[src/rtl/booth_r4_seq_mult.sv]
// Sequential radix-4 (modified) Booth multiplier. Two multiplier bits are
// retired per clock, with valid/ready handshakes on operand and result sides.
module booth_r4_seq_mult #(
  parameter int WIDTH = 32
) (
  input  logic               clk,
  input  logic               rst_n,
  input  logic               in_valid,
  output logic               in_ready,
  input  logic [WIDTH-1:0]   a,
  input  logic [WIDTH-1:0]   b,
  input  logic               is_signed,
  output logic               out_valid,
  input  logic               out_ready,
  output logic [2*WIDTH-1:0] product
);
  localparam int STEPS = WIDTH/2 + 1;
  localparam int XW    = WIDTH + 2;
  localparam int ACC_W = 2*WIDTH + 4;
  localparam int CNT_W = $clog2(STEPS + 1);
  localparam logic [CNT_W-1:0] LAST_STEP = CNT_W'(STEPS - 1);

  typedef enum logic [1:0] {
    IDLE = 2'd0,
    CALC = 2'd1,
    DONE = 2'd2
  } state_t;

  state_t state, state_nxt;

  logic [XW-1:0]    mcand;
  logic [XW:0]      mplier;
  logic [ACC_W-1:0] acc;
  logic [CNT_W-1:0] step;

  logic             in_fire, out_fire, last_step;
  logic [XW-1:0]    a_x, b_x;
  logic [ACC_W-1:0] a_acc, pp, pp_sh, acc_nxt;

  // Handshake: a transfer happens on a rising edge where valid && ready are
  // both high; valid never waits on ready, and a held valid keeps its data.
  assign in_fire   = in_valid && in_ready;
  assign out_fire  = out_valid && out_ready;
  assign last_step = (step == LAST_STEP);

  assign a_x = is_signed ? {{2{a[WIDTH-1]}}, a} : {2'b00, a};
  assign b_x = is_signed ? {{2{b[WIDTH-1]}}, b} : {2'b00, b};

  // State register
  always_ff @(posedge clk or negedge rst_n) begin
    if (!rst_n) state <= IDLE;
    else        state <= state_nxt;
  end

  // Next-state logic
  always_comb begin
    state_nxt = state;
    case (state)
      IDLE:    if (in_fire)   state_nxt = CALC;
      CALC:    if (last_step) state_nxt = DONE;
      DONE:    if (out_fire)  state_nxt = IDLE;
      default: state_nxt = IDLE;
    endcase
  end

  // Output logic
  always_comb begin
    in_ready  = 1'b0;
    out_valid = 1'b0;
    case (state)
      IDLE:    in_ready  = 1'b1;
      DONE:    out_valid = 1'b1;
      default: ;
    endcase
  end

  // Booth recoding of the low three multiplier bits into {0, +-A, +-2A}
  assign a_acc = {{(ACC_W-XW){mcand[XW-1]}}, mcand};

  always_comb begin
    pp = '0;
    case (mplier[2:0])
      3'b001, 3'b010: pp = a_acc;
      3'b011:         pp = a_acc << 1;
      3'b100:         pp = -(a_acc << 1);
      3'b101, 3'b110: pp = -a_acc;
      default:        pp = '0;
    endcase
  end

  assign pp_sh   = pp << {step, 1'b0};
  assign acc_nxt = acc + pp_sh;

  always_ff @(posedge clk or negedge rst_n) begin
    if (!rst_n) begin
      mcand   <= '0;
      mplier  <= '0;
      acc     <= '0;
      step    <= '0;
      product <= '0;
    end else if (in_fire) begin
      mcand  <= a_x;
      mplier <= {b_x, 1'b0};
      acc    <= '0;
      step   <= '0;
    end else if (state == CALC) begin
      acc    <= acc_nxt;
      mplier <= {{2{mplier[XW]}}, mplier[XW:2]};
      step   <= step + CNT_W'(1);
      if (last_step) product <= acc_nxt[2*WIDTH-1:0];
    end
  end

endmodule

[config.mk]
export PLATFORM = sky130hd
export DESIGN_NAME = booth_r4_seq_mult
export DESIGN_NICKNAME = d
export VERILOG_FILES = /design/src/rtl/booth_r4_seq_mult.sv
export SDC_FILE = /design/constraint.sdc
export NUM_CORES = 1
export LEC_CHECK = 0
export CORE_ASPECT_RATIO = 1.25
export CORE_MARGIN = 4
export CORE_UTILIZATION = 50
export CTS_BUF_LIST = sky130_fd_sc_hd__clkbuf_2
export DETAILED_ROUTE_END_ITERATION = 6
export GPL_ROUTABILITY_DRIVEN = 0
export GPL_TIMING_DRIVEN = 1
export PLACE_DENSITY = 0.75
export SLEW_MARGIN = 20
export SYNTH_ARGS = -nofsm -noshare
export SYNTH_HDL_FRONTEND = slang
export SYNTH_SLANG_ARGS = --single-unit
[constraint.sdc]
create_clock -name clk -period 9.1 [get_ports clk]
set_input_delay 1.82 -clock clk [delete_from_list [all_inputs] [get_ports clk]]
set_output_delay 1.82 -clock clk [all_outputs]
set_load 0.1 [all_outputs]
==> metrics.txt, run 1 <==
run status=finished with violations; violated checks=DRC; largest net degree at the start of global routing=120; slowest stage delay, CP=850 ps; final worst path period need=7700 ps; initial antenna violation count=1; relative slew slack=between 20% and 30%; Ports=135; crit path capture type=register; period utilization=a little over four fifths; DP Wirelength=36.2 mm; CTS tree=built; Area contributors post-synth=dfrtp_1 32%, nand2_1 7.6%, o21ai_0 6.8%, ha_1 5.2%, a21oi_1 4.1%; All-Layer GR Usage=28.4%; Final Max Slew Viols=0; Max-cap violations=0; most frequent cells in the layout=318 x nand2_1, 214 x o21ai_0, 203 x dfrtp_1, 133 x clkdlybuf4s50_1, 131 x a21oi_1; Top Family by Delay on Critical Path=compound AO/OA/AOI/OAI gates; total grt overflow=0; via count=15824; routed wire length per instance=20.3 µm; worst hold path class=reg -> reg; Pre-Repair DR Iteration Count=7; Syn Area/Cell=7.90 µm²; Initial Util=between 50 and 60%; Root Driver=clkbuf_2; Post-synth EDFFs=0; cell area after synthesis=approximately 16000 µm²; RSZ-0062 raised after global routing=false; setup TNS=0 ps; Die Area=between 30000 and 40000 µm²; r2r startpoint=mcand[5]$_DFFE_PN0P_; crit path capture=product[62]$_DFFE_PN0P_; busiest grt layer=met2; layout net count=2169; Crit. Startpoint=mcand[5]$_DFFE_PN0P_; clock buffer depth=3; Post-DRT Antenna Nets=0; Clock Latency Late Sink=920 ps; area delta synth->final=12.0%; share of post-route cells with drive strength above 1=under 10%; Peak Freq=about 130 MHz; Vias/cell=6.39; syn_nets=approximately 2100; Seq/Total Area, Yosys=between 30% and 40%; H-tree depth=2; Clock Pin Slew Worst Setup and Hold Paths=between 100 and 150 ps; post-CTS sizing=0; ys flop type=dfrtp_1; post-synth top area cell=dfrtp_1; global-route wire length before repair=slightly above 80 mm; flop2flop setup slack=between 1000 and 1500 ps; drt initial violations=1780; CP startpoint kind=register; met3 GRT Util=5.75%; end of the worst register-to-register path=product[62]$_DFFE_PN0P_; commonest non-fill, non-tap cell in the layout=nand2_1; reg2reg path depth=19; drt total wl=50.4 mm; vias in the first global route=15196; grt met1 use=35.4%; Worst Path Max Fanout=11; clk sinks=just over 200; row count=72; # port buffers=between 100 and 150; asr flop ratio synth=between 90% and 100%; CP Cell Sequence=nor4_2, nand3_2, or4_4, mux2_1, a221o_1, mux4_2, mux2i_1, o22ai_1, and2_1, ha_1, and4_1, nand3_1, o41ai_1, a21oi_1, o21ai_0, a21oi_1, o41ai_1, xnor2_1, o21ai_0; flops & latches, synth=203; critical path buffer and inverter count=0; Die W=167 µm; # DRC=1; Yosys top cell area share=between 30% and 40%; Placement Setup Slack=1500 ps; # setup viols final=0; worst setup margin=1400 ps; Worst EP required=slightly below 10000 ps; M2 GR Usage=45.9%; postcts setup bufs=0; Syn Inst Count=2005; Final Hold Viols=0; WP depth=19; worst clock skew=approximately 110 ps; Die Ht=207 µm; Worst EP arrival=8460 ps; Crit Path Class=reg -> reg; Warnings, synthesis=0; Slowest cell on crit path=o41ai_1; Yosys cell types=slightly above 80; Inserted Clock Buffers=50; Slew @ Worst Pin=1060 ps; core area=approximately 31000 µm²; count of hold-fix buffers inserted at cts=0
[per-layer routing]
metal	part of all wire, %	vias up
li1	-	7378
met1	40	7352
met2	45	863
met3	8.2	231
met4	6.7	0
met5	0	-
[synthesized netlist by cell type (23+ instances only)]
master and n:
a21oi_1 131, nor2_1 122, dfrtp_1 203, clkbuf_1 151
a21o_1 50, xor2_1 40, mux2_2 23, xnor2_1 52
nand2_1 320, a22oi_1 36, nor3_1 26, nand3_1 73
nand4_1 34, mux2i_1 41, o21ai_0 214, o31ai_1 24
ha_1 66, inv_1 37
[stage by stage]
stage                     util (%)  hold slack [ps]  instance area (µm²)  std cells
final                         57.1              482                17700       2476
after global routing          57.1              505                17700       2476
after CTS                     57.0              487                17700       2474
after detailed placement      55.3              463                17200       2388
after global placement        55.3              460                17200       2388
after floorplan                  -              447                15800       2005
[sequential cells by signal, summed over array words and instances (netlist names)]
signal   cells
state        2
product     64
step         5
mplier      35
acc         64
mcand       33
[worst min-delay path, cell delays in order (launching register included)]
cell and delay [ps]:
dfrtp_1 350, nand2_1 50, nand2_1 60
[kinds of logic after synthesis]
| group | count (synthesis) | synth area share, % |
|---|---|---|
| buffers and inverters | 214 | 5.14 |
| adder cells (fa/ha/maj) | 67 | 5.34 |
| AND/OR/NAND/NOR | 697 | 20.3 |
| XOR/XNOR | 93 | 5.23 |
| multiplexers | 71 | 5.15 |
| AO/OA/AOI/OAI | 660 | 26.7 |
| flip-flops | 203 | 32.1 |
[worst min path at each step]
stage	startpoint	to	slack [ps]	cells past startpoint
3_5_place_dp	mplier[12]$_DFFE_PN0P_	mplier[12]$_DFFE_PN0P_	460	2
4_1_cts	mplier[30]$_DFFE_PN0P_	mplier[30]$_DFFE_PN0P_	490	2
6_report	mplier[27]$_DFFE_PN0P_	mplier[27]$_DFFE_PN0P_	480	2
2_1_floorplan	mplier[31]$_DFFE_PN0P_	mplier[31]$_DFFE_PN0P_	450	2
3_3_place_gp	mplier[23]$_DFFE_PN0P_	mplier[23]$_DFFE_PN0P_	460	2
5_1_grt	mplier[20]$_DFFE_PN0P_	mplier[20]$_DFFE_PN0P_	510	2
[area by class of cell]
cell class | instances | area, µm²
tap | 407 | 509
clock buffer | 67 | 335
antenna | 2 | 5.00
sequential | 203 | 5080
inverter | 38 | 143
clock inverter | 19 | 195
fill | 2874 | 13300
multi-input combinational | 1588 | 9990
timing repair buffer | 152 | 1480
Power of run 1 is left out: the tool's default activity adds up to more than one toggle a clock period on the data nets, which glitch-free logic cannot reach.
==> inputs of run 2 (changes only) <==
--- a/config.mk
+++ b/config.mk
@@ -12,7 +12,7 @@
 export DETAILED_ROUTE_END_ITERATION = 6
 export GPL_ROUTABILITY_DRIVEN = 0
 export GPL_TIMING_DRIVEN = 1
-export PLACE_DENSITY = 0.75
+export PLACE_DENSITY = 0.78
 export SLEW_MARGIN = 20
 export SYNTH_ARGS = -nofsm -noshare
 export SYNTH_HDL_FRONTEND = slang
==> constraint.sdc (replaced) <==
create_clock -name clk -period 6.55 [get_ports clk]
set_input_delay 1.31 -clock clk [delete_from_list [all_inputs] [get_ports clk]]
set_output_delay 1.31 -clock clk [all_outputs]
set_load 0.1 [all_outputs]
==> metrics.txt, run 2 (synthesis gave the netlist of run 1 again) <==
Clock Pin Slew Worst Setup and Hold Paths=110 ps (-20 ps); Worst EP arrival=7110 ps (-1350 ps); core area=31100 µm² (unchanged); worst hold path class=in -> async; Slew @ Worst Pin=1110 ps (+53.0 ps); slowest stage delay, CP=590 ps (-260 ps); total grt overflow=0 (unchanged); Vias/cell=6.38 (-0.13%); global-route wire length before repair=83.9 mm (+3.7%); layout net count=2310 (+6.5%); row count=72 (unchanged); Peak Freq=156 MHz (+20%); M2 GR Usage=48.1% (+2.3 points); area delta synth->final=19.8%; Slowest cell on crit path=or4_4; commonest non-fill, non-tap cell in the layout=nand2_1; count of hold-fix buffers inserted at cts=0 (unchanged); most frequent cells in the layout=318 x nand2_1, 207 x o21ai_0, 200 x dfrtp_1, 155 x buf_4, 133 x clkdlybuf4s50_1; largest net degree at the start of global routing=132 (+10%); CP startpoint kind=register; worst clock skew=58.6 ps (-54.9 ps); clock buffer depth=3 (unchanged); final core occ=61.1% (+4.0 points); Die Ht=207 µm (unchanged); drt initial violations=1919 (+7.8%); via count=16754 (+5.9%); Die Area=34600 µm² (unchanged); Pre-Repair DR Iteration Count=7 (unchanged); run status=finished with violations; final worst path period need=6400 ps (-1300 ps); RSZ-0062 raised after global routing=true; Inserted Clock Buffers=53 (+6.0%); # DRC=4 (+3); Most common cell on crit path=buf_4; CP Cell Sequence=or4_4, or4_4, buf_4, nor3b_1, buf_4, xor2_1, a21oi_1, a21o_1, o21ai_1, mux2i_1, o21ai_0, o221ai_1, ha_2, nand4_1, or2_2, o221a_2, o21a_1, o211ai_1, a21oi_1, o31ai_1, xnor2_1, buf_4, o21ai_0; Final Max Slew Viols=0 (unchanged); drt total wl=53.1 mm (+5.5%); All-Layer GR Usage=29.5% (+1.1 points); Initial Util=50.9% (unchanged); # setup viols final=0 (unchanged); Post-DRT Antenna Nets=0 (unchanged); busiest grt layer=met2; period utilization=97.7% (+13 points); met3 GRT Util=6.21% (+0.46 points); routed wire length per instance=20.2 µm (-0.52%); Ports=135 (unchanged); H-tree depth=2 (unchanged); Final Hold Viols=0 (unchanged); share of post-route cells with drive strength above 1=15.3% (+7.5 points); Worst EP required=7270 ps (-2580 ps); DP Wirelength=38.9 mm (+7.5%); relative slew slack=25.5% (-3.8 points); violated checks=DRC; Top Registers=acc (64), product (64), mplier (35); fill cell count=2697 (-6.2%); crit path capture type=register; Max-cap violations=0 (unchanged); # port buffers=134 (unchanged); CTS tree=built; Crit Path Class=reg -> reg; clk sinks=203 (unchanged); Worst Path Max Fanout=8 (-3); Die W=167 µm (unchanged); Clock Latency Late Sink=890 ps (-30 ps); grt met1 use=34.8% (-0.53 points); vias in the first global route=16096 (+5.9%); Root Driver=clkbuf_2; initial antenna violation count=2 (+1)
[run 2: changes by cell type in the layout (fill, tap and decap cells not counted), sizes merged]
cell and delta:
buf +138, bufinv -2, clkbuf +4, clkinv +8
diode -1, inv +2
[run 2: final timing paths]
check	startpoint	end	slack, ps	cells past startpoint
worst min register to register	mplier[30]$_DFFE_PN0P_	mplier[30]$_DFFE_PN0P_	490	2
worst max-delay path	mcand[5]$_DFFE_PN0P_	acc[60]$_DFFE_PN0P_	150	23
min in group clk	mplier[30]$_DFFE_PN0P_	mplier[30]$_DFFE_PN0P_	490	2
worst max register to register	mcand[5]$_DFFE_PN0P_	acc[60]$_DFFE_PN0P_	150	23
max in group asynchronous	rst_n	mplier[0]$_DFFE_PN0P_	4980	2
worst min-delay path	rst_n	mplier[21]$_DFFE_PN0P_	440	1
[run 2: metal layers]
layer	wire length (µm)	part of all wire, %
met1	19600	37
met2	24300	46
met3	4760	9.0
met4	4440	8.4
met5	20	0.038
[run 2: worst max-delay path: cells and delay by family, from the launching register on]
family	cells	cell delay [ps]
adders and majority gates	1	540
muxes	1	210
AOI/OAI and AO/OA	11	2330
xor gates and xnor gates	2	310
and+or+nand+nor	5	1900
DFF	1	410
buffers and inverters	3	550
[run 2: cell type report]
type	instances	area (µm²)	share of cell area [%]
clock inverters	27	164	0.864
diodes	1	2.50	0.0132
repair buffers	290	2530	13.3
inverters	38	143	0.752
multi-input cells	1588	10200	53.7
flip-flops and latches	203	5080	26.8
well taps	407	509	2.68
clock buffers	71	355	1.87
[run 2: repair_timing]
| action | in CTS | in global routing |
|---|---|---|
| setup buffers | 0 | 5 |
| endpoints found under the setup margin | 0 | 31 |
| gates resized for setup | 0 | 52 |
[run 2: metrics by stage]
stage                     TNS [ps]  area (µm²)  instances  setup slack, ps  hold WS [ps]
after floorplan                  0       15800       2005              144           447
after global placement           0       18200       2521              172           459
after CTS                        0       18700       2619             21.8           407
after global routing          -338       19000       2625             -116           430
after detailed placement         0       18200       2521             2.25           463
final                            0       19000       2625              151           445
Power of run 2 is left out for the same reason.
